<file path="src/rtl/serial_subtractor_pkg.sv">
// Shared types and one-bit full-subtractor equations for the bit-serial subtractor.
// The cell and any reference model build on these two functions.
package serial_subtractor_pkg;

  typedef enum logic [1:0] {
    IDLE  = 2'd0,
    SHIFT = 2'd1,
    DONE  = 2'd2
  } state_e;

  function automatic logic diff_bit(input logic a, input logic b, input logic br);
    return a ^ b ^ br;
  endfunction

  // Borrow out when a < b + br, one bit at a time.
  function automatic logic borrow_next(input logic a, input logic b, input logic br);
    return (~a & b) | (~(a ^ b) & br);
  endfunction

endpackage

</file>
<file path="src/rtl/serial_subtractor_if.sv">
// Request/result bundle of the serial subtractor, including the FSM state as a debug view.
// Handshake: start is sampled only while idle; done is a one-cycle result-valid pulse, d/bout hold until the next result.
interface serial_subtractor_if
  import serial_subtractor_pkg::*;
#(
  parameter int n = 8
);

  logic         start;
  logic [n-1:0] a;
  logic [n-1:0] b;
  logic         bin;
  logic         busy;
  logic         done;
  logic [n-1:0] d;
  logic         bout;
  state_e       state;

  modport master (
    output start, a, b, bin,
    input  busy, done, d, bout, state
  );

  modport slave (
    input  start, a, b, bin,
    output busy, done, d, bout, state
  );

endinterface

</file>
<file path="src/rtl/serial_subtractor_cell.sv">
// Combinational one-bit full subtractor: diff = x - y - bi, bo = borrow out.
module full_subtractor_cell
  import serial_subtractor_pkg::*;
(
  input  logic x,
  input  logic y,
  input  logic bi,
  output logic diff,
  output logic bo
);

  assign diff = diff_bit(x, y, bi);
  assign bo   = borrow_next(x, y, bi);

endmodule

</file>
<file path="src/rtl/serial_subtractor.sv">
// Bit-serial n-bit subtractor d = a - b - bin, LSB first, with a single borrow flip-flop.
// Operands are captured on start; the result register only changes on the last SHIFT edge.
module serial_subtractor
  import serial_subtractor_pkg::*;
#(
  parameter int n = 8
) (
  input logic               clk,
  input logic               rst,
  serial_subtractor_if.slave bus
);

  localparam int CW = $clog2(n + 1);

  state_e        r_state;
  logic [n-1:0]  r_sa;
  logic [n-1:0]  r_sb;
  logic [n-1:0]  r_sd;
  logic [n-1:0]  r_d;
  logic          r_br;
  logic          r_bout;
  logic          r_busy;
  logic          r_done;
  logic [CW-1:0] r_cnt;

  logic          w_x;
  logic          w_bo;
  logic          w_last;
  logic [n-1:0]  w_sd_next;

  full_subtractor_cell u_cell (
    .x    (r_sa[0]),
    .y    (r_sb[0]),
    .bi   (r_br),
    .diff (w_x),
    .bo   (w_bo)
  );

  // A one-bit result register has no upper bits to shift down.
  generate
    if (n == 1) begin : g_one
      assign w_sd_next = w_x;
    end else begin : g_wide
      assign w_sd_next = {w_x, r_sd[n-1:1]};
    end
  endgenerate

  assign w_last = (r_cnt == CW'(n - 1));

  always_ff @(posedge clk) begin
    if (!rst) begin
      r_state <= IDLE;
      r_sa    <= '0;
      r_sb    <= '0;
      r_sd    <= '0;
      r_d     <= '0;
      r_br    <= 1'b0;
      r_bout  <= 1'b0;
      r_busy  <= 1'b0;
      r_done  <= 1'b0;
      r_cnt   <= '0;
    end else begin
      case (r_state)
        IDLE: begin
          r_done <= 1'b0;
          if (bus.start) begin
            r_sa    <= bus.a;
            r_sb    <= bus.b;
            r_br    <= bus.bin;
            r_cnt   <= '0;
            r_busy  <= 1'b1;
            r_state <= SHIFT;
          end
        end
        SHIFT: begin
          r_br  <= w_bo;
          r_sa  <= r_sa >> 1;
          r_sb  <= r_sb >> 1;
          r_sd  <= w_sd_next;
          r_cnt <= r_cnt + CW'(1);
          if (w_last) begin
            r_d     <= w_sd_next;
            r_bout  <= w_bo;
            r_busy  <= 1'b0;
            r_done  <= 1'b1;
            r_state <= DONE;
          end
        end
        DONE: begin
          r_done  <= 1'b0;
          r_state <= IDLE;
        end
        default: begin
          r_busy  <= 1'b0;
          r_done  <= 1'b0;
          r_state <= IDLE;
        end
      endcase
    end
  end

  assign bus.busy  = r_busy;
  assign bus.done  = r_done;
  assign bus.d     = r_d;
  assign bus.bout  = r_bout;
  assign bus.state = r_state;

  a_busy_done_exclusive : assert property (@(posedge clk) !(r_busy && r_done));

endmodule

</file>
<file path="src/flat_wrapper.sv">
// flat-port wrapper written by rule: the top's interface ports become plain ports
module serial_subtractor_flat import serial_subtractor_pkg::*;
#(
  parameter int n = 8
)
  (clk, rst, bus_start, bus_a, bus_b, bus_bin, bus_busy, bus_done, bus_d, bus_bout, bus_state);
  serial_subtractor_if #(.n(n)) bus_i ();
  input logic clk;
  input logic rst;
  input wire logic [$bits(bus_i.start)-1:0] bus_start;
  input wire logic [$bits(bus_i.a)-1:0] bus_a;
  input wire logic [$bits(bus_i.b)-1:0] bus_b;
  input wire logic [$bits(bus_i.bin)-1:0] bus_bin;
  output wire logic [$bits(bus_i.busy)-1:0] bus_busy;
  output wire logic [$bits(bus_i.done)-1:0] bus_done;
  output wire logic [$bits(bus_i.d)-1:0] bus_d;
  output wire logic [$bits(bus_i.bout)-1:0] bus_bout;
  output wire logic [$bits(bus_i.state)-1:0] bus_state;
  assign bus_i.start = bus_start;
  assign bus_i.a = bus_a;
  assign bus_i.b = bus_b;
  assign bus_i.bin = bus_bin;
  assign bus_busy = bus_i.busy;
  assign bus_done = bus_i.done;
  assign bus_d = bus_i.d;
  assign bus_bout = bus_i.bout;
  assign bus_state = bus_i.state;
  serial_subtractor #(.n(n)) u_core (.clk(clk), .rst(rst), .bus(bus_i));
endmodule
</file>
<file path="config.mk">
export PLATFORM = sky130hd
export DESIGN_NAME = serial_subtractor_flat
export DESIGN_NICKNAME = d
export VERILOG_FILES = /design/src/rtl/serial_subtractor_pkg.sv /design/src/rtl/serial_subtractor_if.sv /design/src/rtl/serial_subtractor_cell.sv /design/src/rtl/serial_subtractor.sv /design/src/flat_wrapper.sv
export SDC_FILE = /design/constraint.sdc
export NUM_CORES = 1
export LEC_CHECK = 0
export BUFFER_PORTS_ARGS = -buffer_cell sky130_fd_sc_hd__buf_2
export CAP_MARGIN = 0
export CORE_MARGIN = 5
export CORE_UTILIZATION = 61
export CTS_BUF_LIST = sky130_fd_sc_hd__clkbuf_8
export DETAILED_ROUTE_END_ITERATION = 10
export PLACE_DENSITY = 0.89
export SYNTH_ARGS = -nofsm -noshare
export SYNTH_HDL_FRONTEND = slang
export SYNTH_SLANG_ARGS = --single-unit
</file>
<file path="constraint.sdc">
create_clock -name clk -period 1.8 [get_ports clk]
set_clock_uncertainty 0.05 [all_clocks]
set_input_delay 0.54 -clock clk [delete_from_list [all_inputs] [get_ports clk]]
set_output_delay 0.54 -clock clk [all_outputs]
set_load 0.01 [all_outputs]
</file>
# After elaboration in Yosys (flattened, before gate mapping)
# Cells that the tools add are included.
[totals] register_bits=42 in_bits=20 wordCells=45
[op_classes] add_sub_neg=1 n_eq_ne=5 n_mux=14 bitwise=8 reduce_logical=7
[ops] operator="one-hot mux 8 bit (2 select lines)" n=2
[ops] operator="2-to-1 mux 8 bit" n=2
[ops] operator="one-hot mux 4 bit (2 select lines)" n=1
[ops] operator="AND reduction 2 bit" n=4
[ops] operator="adder 4 x 1 -> 4 bit, second input constant" n=1
[ops] operator="== test 4 x 3 -> 1 bit, second input constant" n=1
[ops] operator="2-to-1 mux 2 bit" n=2
[ops] operator="2-to-1 mux 4 bit" n=1
[ops] operator="one-hot mux 2 bit (2 select lines)" n=1
[ops] operator="2-to-1 mux 1 bit" n=3
[ops] operator="NOT 1 bit" n=3
[ops] operator="one-hot mux 1 bit (3 select lines)" n=1
[ops] operator="AND reduction 3 bit" n=1
[ops] operator="bitwise AND 1 bit" n=2
[ops] operator="== test 2 x 1 -> 1 bit, second input constant" n=1
[ops] operator="== test 2 bit, second input constant" n=1
[ops] operator="zero test 2 bit" n=1
[ops] operator="inequality test 2 x 1 -> 1 bit, second input constant" n=1
[ops] operator="inequality test 2 bit, second input constant" n=1
[ops] operator="one-hot mux 1 bit (2 select lines)" n=1
[ops] operator="nonzero test 2 bit" n=1
[ops] operator="XOR 1 bit" n=2
[ops] operator="OR 1 bit" n=1

# Longest topological paths before layout
# Gate-level depths: netlist of the first run.
[depth] depth_word=5 ltp_mapped=5 ltp_nobuf=4

# By module
# A second synthesis of the first run with hierarchy kept.
[hier_totals] hier_cells=189 hier_area_um2=1746.7
[modules_own_cells] module="serial_subtractor" instances=1 cells_each=185 area_per_inst_um2=1715.4 seq_area_each_um2=820.8
[modules_own_cells] module="full_subtractor_cell" instances=1 cells_each=4 area_per_inst_um2=31.3 seq_area_each_um2=0.0

# Least setup slack after synthesis of the first run
# No wires, ideal clock.
[synth_path] kind="input-to-reg" start="input port bus_start" end="register u_core.r_sb[4]" setup_ns=0.133 arrival_ns=1.228 path_slack_ns=0.390 cell_stages=4 path_buffers=1 cell_sequence="buf_4 > or3b_2 > o21ai_0 > a21oi_1"
[synth_via] elab_chain_len=2
[synth_rtl] element="from (decl)" line_no="flat_wrapper.sv:10" text="input wire logic [$bits(bus_i.start)-1:0] bus_start;"
[synth_rtl] element="inequality test 2 bit (no line)"
[synth_rtl] element="AND reduction 2 bit (no line)"
[synth_rtl] element="to (signal assigned)" line_no="serial_subtractor.sv:68" text="r_sb <= bus.b;"
[synth_rtl] element="to (signal assigned)" line_no="serial_subtractor.sv:78" text="r_sb <= r_sb >> 1;"
[synth_rtl] element="to (decl)" line_no="serial_subtractor.sv:17" text="logic [n-1:0] r_sb;"
# Every way passes these cells.
# A chain may end at the register's enable or synchronous reset.

# Worst setup path after layout of the first run
[layout_path] start="register u_core.r_state[0] (netlist: u_core.bus.state[0])" end="output port bus_state[0]"
[layout_rtl] element="from (decl)" line_no="serial_subtractor.sv:15" text="state_e r_state;"
[layout_rtl] element="from (signal assigned)" line_no="serial_subtractor.sv:52" text="r_state <= IDLE;"
[layout_rtl] element="from (signal assigned)" line_no="serial_subtractor.sv:72" text="r_state <= SHIFT;"
[layout_rtl] element="from (signal assigned)" line_no="serial_subtractor.sv:86" text="r_state <= DONE;"
[layout_rtl] element="to (decl)" line_no="flat_wrapper.sv:18" text="output wire logic [$bits(bus_i.state)-1:0] bus_state;"
# No word-level cell between the ends.

==> results_dict.tcl, run 1 <==
set metrics [dict create \
    status "finished clean" \
    slew_viol_final 0 \
    grt_max_degree 21 \
    hpwl_mm 2.64 \
    grt_antenna_before_repair 0 \
    cp_max_fo 8 \
    max_cap_violations 0 \
    ios 33 \
    fin_crit_sh_pct 84.0 \
    grt_first_pass_wirelength_mm 6.71 \
    worstMarginPinSlew_ns 0.618 \
    rsz0062_at_grt "false" \
    syn2layout_area_growth_pct 17.4 \
    finalPower_uw 1900 \
    max-slew-margin-rel_pct 58.8 \
    antenna_cells 0 \
    crit_required_ns 1.21 \
    grt_util_all_layers_pct 20.1 \
    cts-hold-fix-buffers 0 \
    portBuffers 32 \
    yosysWarnings 0 \
    critical_path_class "flip-flop to output pin" \
    postSynthCellCount 205 \
    die_area_um2 4140 \
    fin_nets 260 \
    drive_gt1_share_pct 23.5 \
    drtIter0Drc 170 \
    setup_viol 0 \
    cts_tree "yes" \
    ant_nets 0 \
    vias 1644 \
    die_h_um 64.3 \
    fmax_ghz 0.662 \
    critPathLaunchType "flip-flop" \
    start_util_pct 64.7 \
    ys_seq_area_share_pct 45.6 \
    totalWireLength_mm 3.94 \
    post_cts_resized 0 \
    power_density_nw_per_um2 899 \
    vias_per_cell 6.11 \
    netlist_area_um2 1800 \
    cts-root-buf "clkbuf_8" \
    path_clk_slew_ns 0.07 \
    row_count 19 \
    cts_max_level 2 \
    synth_seq_cells 41 \
    numCtsBuffers 5 \
    setup_tns_ns 0 \
    p_leak_uw 0.000841 \
    gr-total-overflow 0 \
    fin_crit_ns 1.51 \
    route.detailed.drc 0 \
    core_area_um2 2780 \
    post_cts_buffers 0 \
    clockBufferDepth 2 \
    hold_viol 0 \
    worstSetupEndpointType "output pin" \
    fillers 206 \
    crit_arrival_ns 0.92 \
    synth.distinct_cells 36 \
    die_w_um 64.3 \
    grt_pass1_vias 1505 \
    vdd_drop_max_mv 0.735 \
    clock-sinks 41 \
    gp_congestion 0.773 \
    synth_fp_nets 227 \
    synth.avg_cell_area_um2 8.78 \
    clock_latency_ns 0.30 \
    wire_per_inst_um 14.7 \
    first_pass_iters 4 \
    hold_path.class "flip-flop to flip-flop" \
]
-- cell type report --
class                           count  area, µm²  area share (%)
Tap cell                           31       38.8            1.84
Clock buffer                        5       68.8            3.26
Inverter                            7       26.3            1.24
Clock inverter                      2       35.0            1.66
Timing Repair Buffer               43        255            12.1
Multi-Input combinational cell    140        868            41.1
Sequential cell                    41        821            38.8
-- layer usage --
| metal | track usage (%) | share of wire [%] | vias up |
|---|---|---|---|
| met3 | 5.43 | 6.5 | 5 |
| met1 | 24.2 | 42 | 764 |
| met2 | 32.8 | 50 | 53 |
| met4 | 9.92 | 1.2 | 0 |
| met5 | 0 | 0 | - |
| li1 | - | - | 822 |
-- stage by stage --
step	cells	setup slack, ns	utilization, %	hold WS, ns	area, µm²
after floorplan	205	0.390	-	0.387	1800
after global placement	262	0.184	72.2	0.395	2010
after detailed placement	262	0.160	72.2	0.405	2010
after CTS	269	0.282	76.0	0.416	2110
after global routing	269	0.216	76.0	0.437	2110
final	269	0.289	76.0	0.414	2110
-- report_power, final --
group	internal (µW)	switching, µW	leakage [µW]
logic	94.5	112	0.000451
registers	949	32.7	0.000336
clock network	403	309	0.0000540
-- worst max-delay path, stage by stage (launching register included) --
cell and delay (ns):
dfxtp_1 0.33, buf_4 0.15, buf_2 0.14
-- cells by family after synthesis --
| group | count (synthesis) | share of synthesized area [%] |
|---|---|---|
| multiplexers | 1 | 0.556 |
| adder cells (fa/ha/maj) | 2 | 1.81 |
| flip-flops | 41 | 45.6 |
| buffers and inverters | 24 | 6.18 |
| AND/OR/NAND/NOR | 55 | 17.9 |
| AO/OA/AOI/OAI | 82 | 28.0 |
-- flip-flops by register name (all words and copies together), names as in the netlist --
register	cells
u_core.bus.state	2
u_core.r_br	1
u_core.bus.busy	1
u_core.bus.bout	1
u_core.r_sa	8
u_core.r_cnt	4
u_core.bus.done	1
u_core.bus.d	8
u_core.r_sb	8
u_core.r_sd	7
-- worst paths after layout --
check | start | slack, ns | cells past startpoint | to
max | u_core.bus.state[0] | 0.29 | 2 | bus_state[0]
max reg2reg | u_core.bus.state[1] | 0.35 | 4 | u_core.r_br
min reg2reg | u_core.r_sd[1] | 0.41 | 2 | u_core.r_sd[1]
min | u_core.r_sd[1] | 0.41 | 2 | u_core.r_sd[1]
-- Yosys cell counts --
master,n,share of area (%)
a21oi_1,31,8.6
a31oi_1,1,0.35
clkinv_1,1,0.21
clkbuf_1,6,1.3
a211oi_1,1,0.42
nand3b_1,1,0.42
nor3b_1,1,0.42
ha_1,1,0.69
and2b_1,1,0.42
nor3_1,2,0.56
fa_1,1,1.1
a21oi_2,1,0.49
nor2b_1,2,0.69
a32o_1,2,1.1
o21bai_1,1,0.42
buf_4,3,1.3
nand2b_2,1,0.49
clkbuf_2,1,0.28
nor2_1,4,0.83
a22o_1,3,1.5
o221ai_1,14,6.8
a311oi_1,1,0.49
nand2_1,16,3.3
mux2i_1,1,0.56
nand3_1,11,3.1
and3b_1,1,0.49
o21ai_1,2,0.56
or3_1,1,0.35
dfxtp_1,41,46
or3b_1,10,4.9
o21ai_0,23,6.4
buf_2,7,1.9
inv_1,6,1.3
or3b_2,4,1.9
a22oi_1,1,0.42
a221oi_1,1,0.49
-- placed cells by master (no fill, tap or decap), types with 2 or more instances in the layout --
master,Yosys,routed
nand3_1,11,11
o21ai_0,23,23
buf_4,3,10
dfxtp_1,41,41
a21oi_1,31,31
a22o_1,3,3
a32o_1,2,2
o221ai_1,14,14
buf_2,7,32
or3b_2,4,4
nand2_1,16,16
or3b_1,10,10
inv_1,6,6
nor2b_1,2,2
clkbuf_8,0,5
nor3_1,2,2
nor2_1,4,4
o21ai_1,2,2
No activity file was read; power rests on OpenSTA's default activity.
==> run 2: changes to the inputs <==
Settings changed: CORE_UTILIZATION 61 to 57, PLACE_DENSITY 0.89 to 0.84.
Clock period 1.8 ns to 1.5 ns, I/O delays scaled along.
==> run 2 against run 1 <==
Effect of this change: die area grew 5.9%; critical path depth is the same; via count is essentially flat; cell area grew 3.9%; sequential power grew 20%; global-route usage grew 0.44 points; clock-buffer cell count grew 1; sequential cell count is the same; register-to-register slack lost 0.23 ns; critical path type unchanged.
==> results_dict.tcl, run 2 (synthesized netlist as in run 1, its figures left out) <==
set metrics [dict create \
    critical_path_class "flip-flop to output pin" \
    power_frac_seq_pct 50.0 \
    cp_max_fo 6 \
    seqCellArea_um2 823 \
    worstSetupEndpointType "output pin" \
    setup_viol 0 \
    holdWs_ns 0.417 \
    cts_tree "yes" \
    die_w_um 66.2 \
    cts-hold-fix-buffers 0 \
    hpwl_mm 2.64 \
    numCtsBuffers 5 \
    clkPwrFrac_pct 39.1 \
    ios 33 \
    path_clk_slew_ns 0.08 \
    die_h_um 66.2 \
    fin_crit_ns 1.45 \
    grt_pass1_vias 1453 \
    vdd_drop_max_mv 0.844 \
    syn2layout_area_growth_pct 22.0 \
    route.detailed.drc 0 \
    first_pass_iters 4 \
    grt_max_degree 32 \
    ant_nets 0 \
    portBuffers 32 \
    status "finished clean" \
    fmax_ghz 0.690 \
    cts-root-buf "clkbuf_8" \
    core_area_um2 3050 \
    gr-total-overflow 0 \
    final_common_cell "dfxtp_1" \
    drtIter0Drc 187 \
    crit_required_ns 1.00 \
    drive_gt1_share_pct 26.7 \
    start_util_pct 59.0 \
    antenna_cells 0 \
    switching_power_uw 559 \
    final_cell_mix "dfxtp_1, buf_2, a21oi_1" \
    grt_antenna_before_repair 0 \
    intPower_uw 1800 \
    wire_per_inst_um 14.3 \
    clockBufferDepth 2 \
    gp_congestion 0.787 \
    vias_per_cell 5.73 \
    p_leak_uw 0.000866 \
    switching_share_pct 23.7 \
    max-slew-margin-rel_pct 63.4 \
    path_buf_inv 2 \
    die_area_um2 4380 \
    crit_family "flip-flops" \
    hold_path.class "flip-flop to flip-flop" \
    postPlaceCellArea_um2 2050 \
    rsz0062_at_grt "false" \
    fin_nets 264 \
    crit_chain "buf_4 > buf_2" \
    power_density_nw_per_um2 1070 \
    fin_area_um2 2200 \
    vias 1645 \
    crit_arrival_ns 0.95 \
    hold_viol 0 \
    fin_crit_sh_pct 96.6 \
    grt_first_pass_wirelength_mm 6.81 \
    slew_viol_final 0 \
    multi_input_area_um2 870 \
    critPathLaunchType "flip-flop" \
    worstMarginPinSlew_ns 0.549 \
    row_count 20 \
    cts_max_level 2 \
    fillers 252 \
    grt_util_all_layers_pct 20.6 \
    p_comb_share_pct 10.9 \
    max_cap_violations 0 \
    totalWireLength_mm 4.11 \
    cp_slowest_cell "dfxtp_2" \
    slowest_delay_ns 0.38 \
    clock_latency_ns 0.30 \
    clock-sinks 41 \
]
run 2: changes by cell type in the layout (fill, tap and decap cells not counted), sizes merged:
| cell | change |
|---|---|
| buf | +4 |
| clkbuf | +1 |
| clkinv | -1 |
| clkinvlp | +2 |
| inv | -1 |
run 2: timing repair:
action,CTS,global route
endpoints found under the setup margin,1,21
setup buffers,0,2
gates resized for setup,1,3
run 2: power groups by stage:
| stage | Combinational (µW) | Clock (µW) | Sequential (µW) |
|---|---|---|---|
| CTS | 254 | 933 | 1180 |
| floorplan | 164 | 0 | 1200 |
| finish | 256 | 923 | 1180 |
| detailed placement | 250 | 0 | 1200 |
| global route | 286 | 991 | 1190 |
| global placement | 243 | 0 | 1200 |
run 2: worst min-delay path, delay by kind of cell, from the launching register on:
| family | cells | cell delay [ns] |
|---|---|---|
| and+or+nand+nor | 1 | 0.05 |
| AOI/OAI and AO/OA | 1 | 0.05 |
| DFF | 1 | 0.32 |
run 2: layout make-up:
type                       count  share of cell area [%]
multi-input combinational    140                    39.6
sequential                    41                    37.5
timing repair buffer          47                    13.6
clock buffer                   6                    3.76
tap                           44                    2.51
clock inverter                 2                    1.71
inverter                       7                    1.37
run 2: path summary, 6_finish.rpt:
| kind | start | endpoint | slack (ns) | depth (start not counted) |
|---|---|---|---|---|
| max | u_core.bus.state[0] | bus_state[0] | 0.05 | 2 |
| min | u_core.r_sd[1] | u_core.r_sd[1] | 0.42 | 2 |
| max reg2reg | u_core.bus.state[1] | u_core.r_sa[4] | 0.12 | 4 |
| min reg2reg | u_core.r_sd[1] | u_core.r_sd[1] | 0.42 | 2 |
run 2: stage by stage:
step	total power, µW	TNS, ns	utilization, %	cells	setup WS [ns]
final	2360	0	71.9	287	0.0509
after floorplan	1360	0	-	205	0.180
after CTS	2360	0	71.2	285	0.0109
after detailed placement	1450	-0.0481	67.3	277	-0.0230
after global placement	1440	0	67.3	277	0.0124
after global routing	2460	0	71.9	287	0.00234
run 2: routing by layer:
metal,vias up,share of wire (%),GRT usage (%)
li1,833,-,-
met1,782,46,27.5
met2,22,48,31.0
met3,8,3.3,4.59
met4,0,1.9,9.90
met5,-,0,0
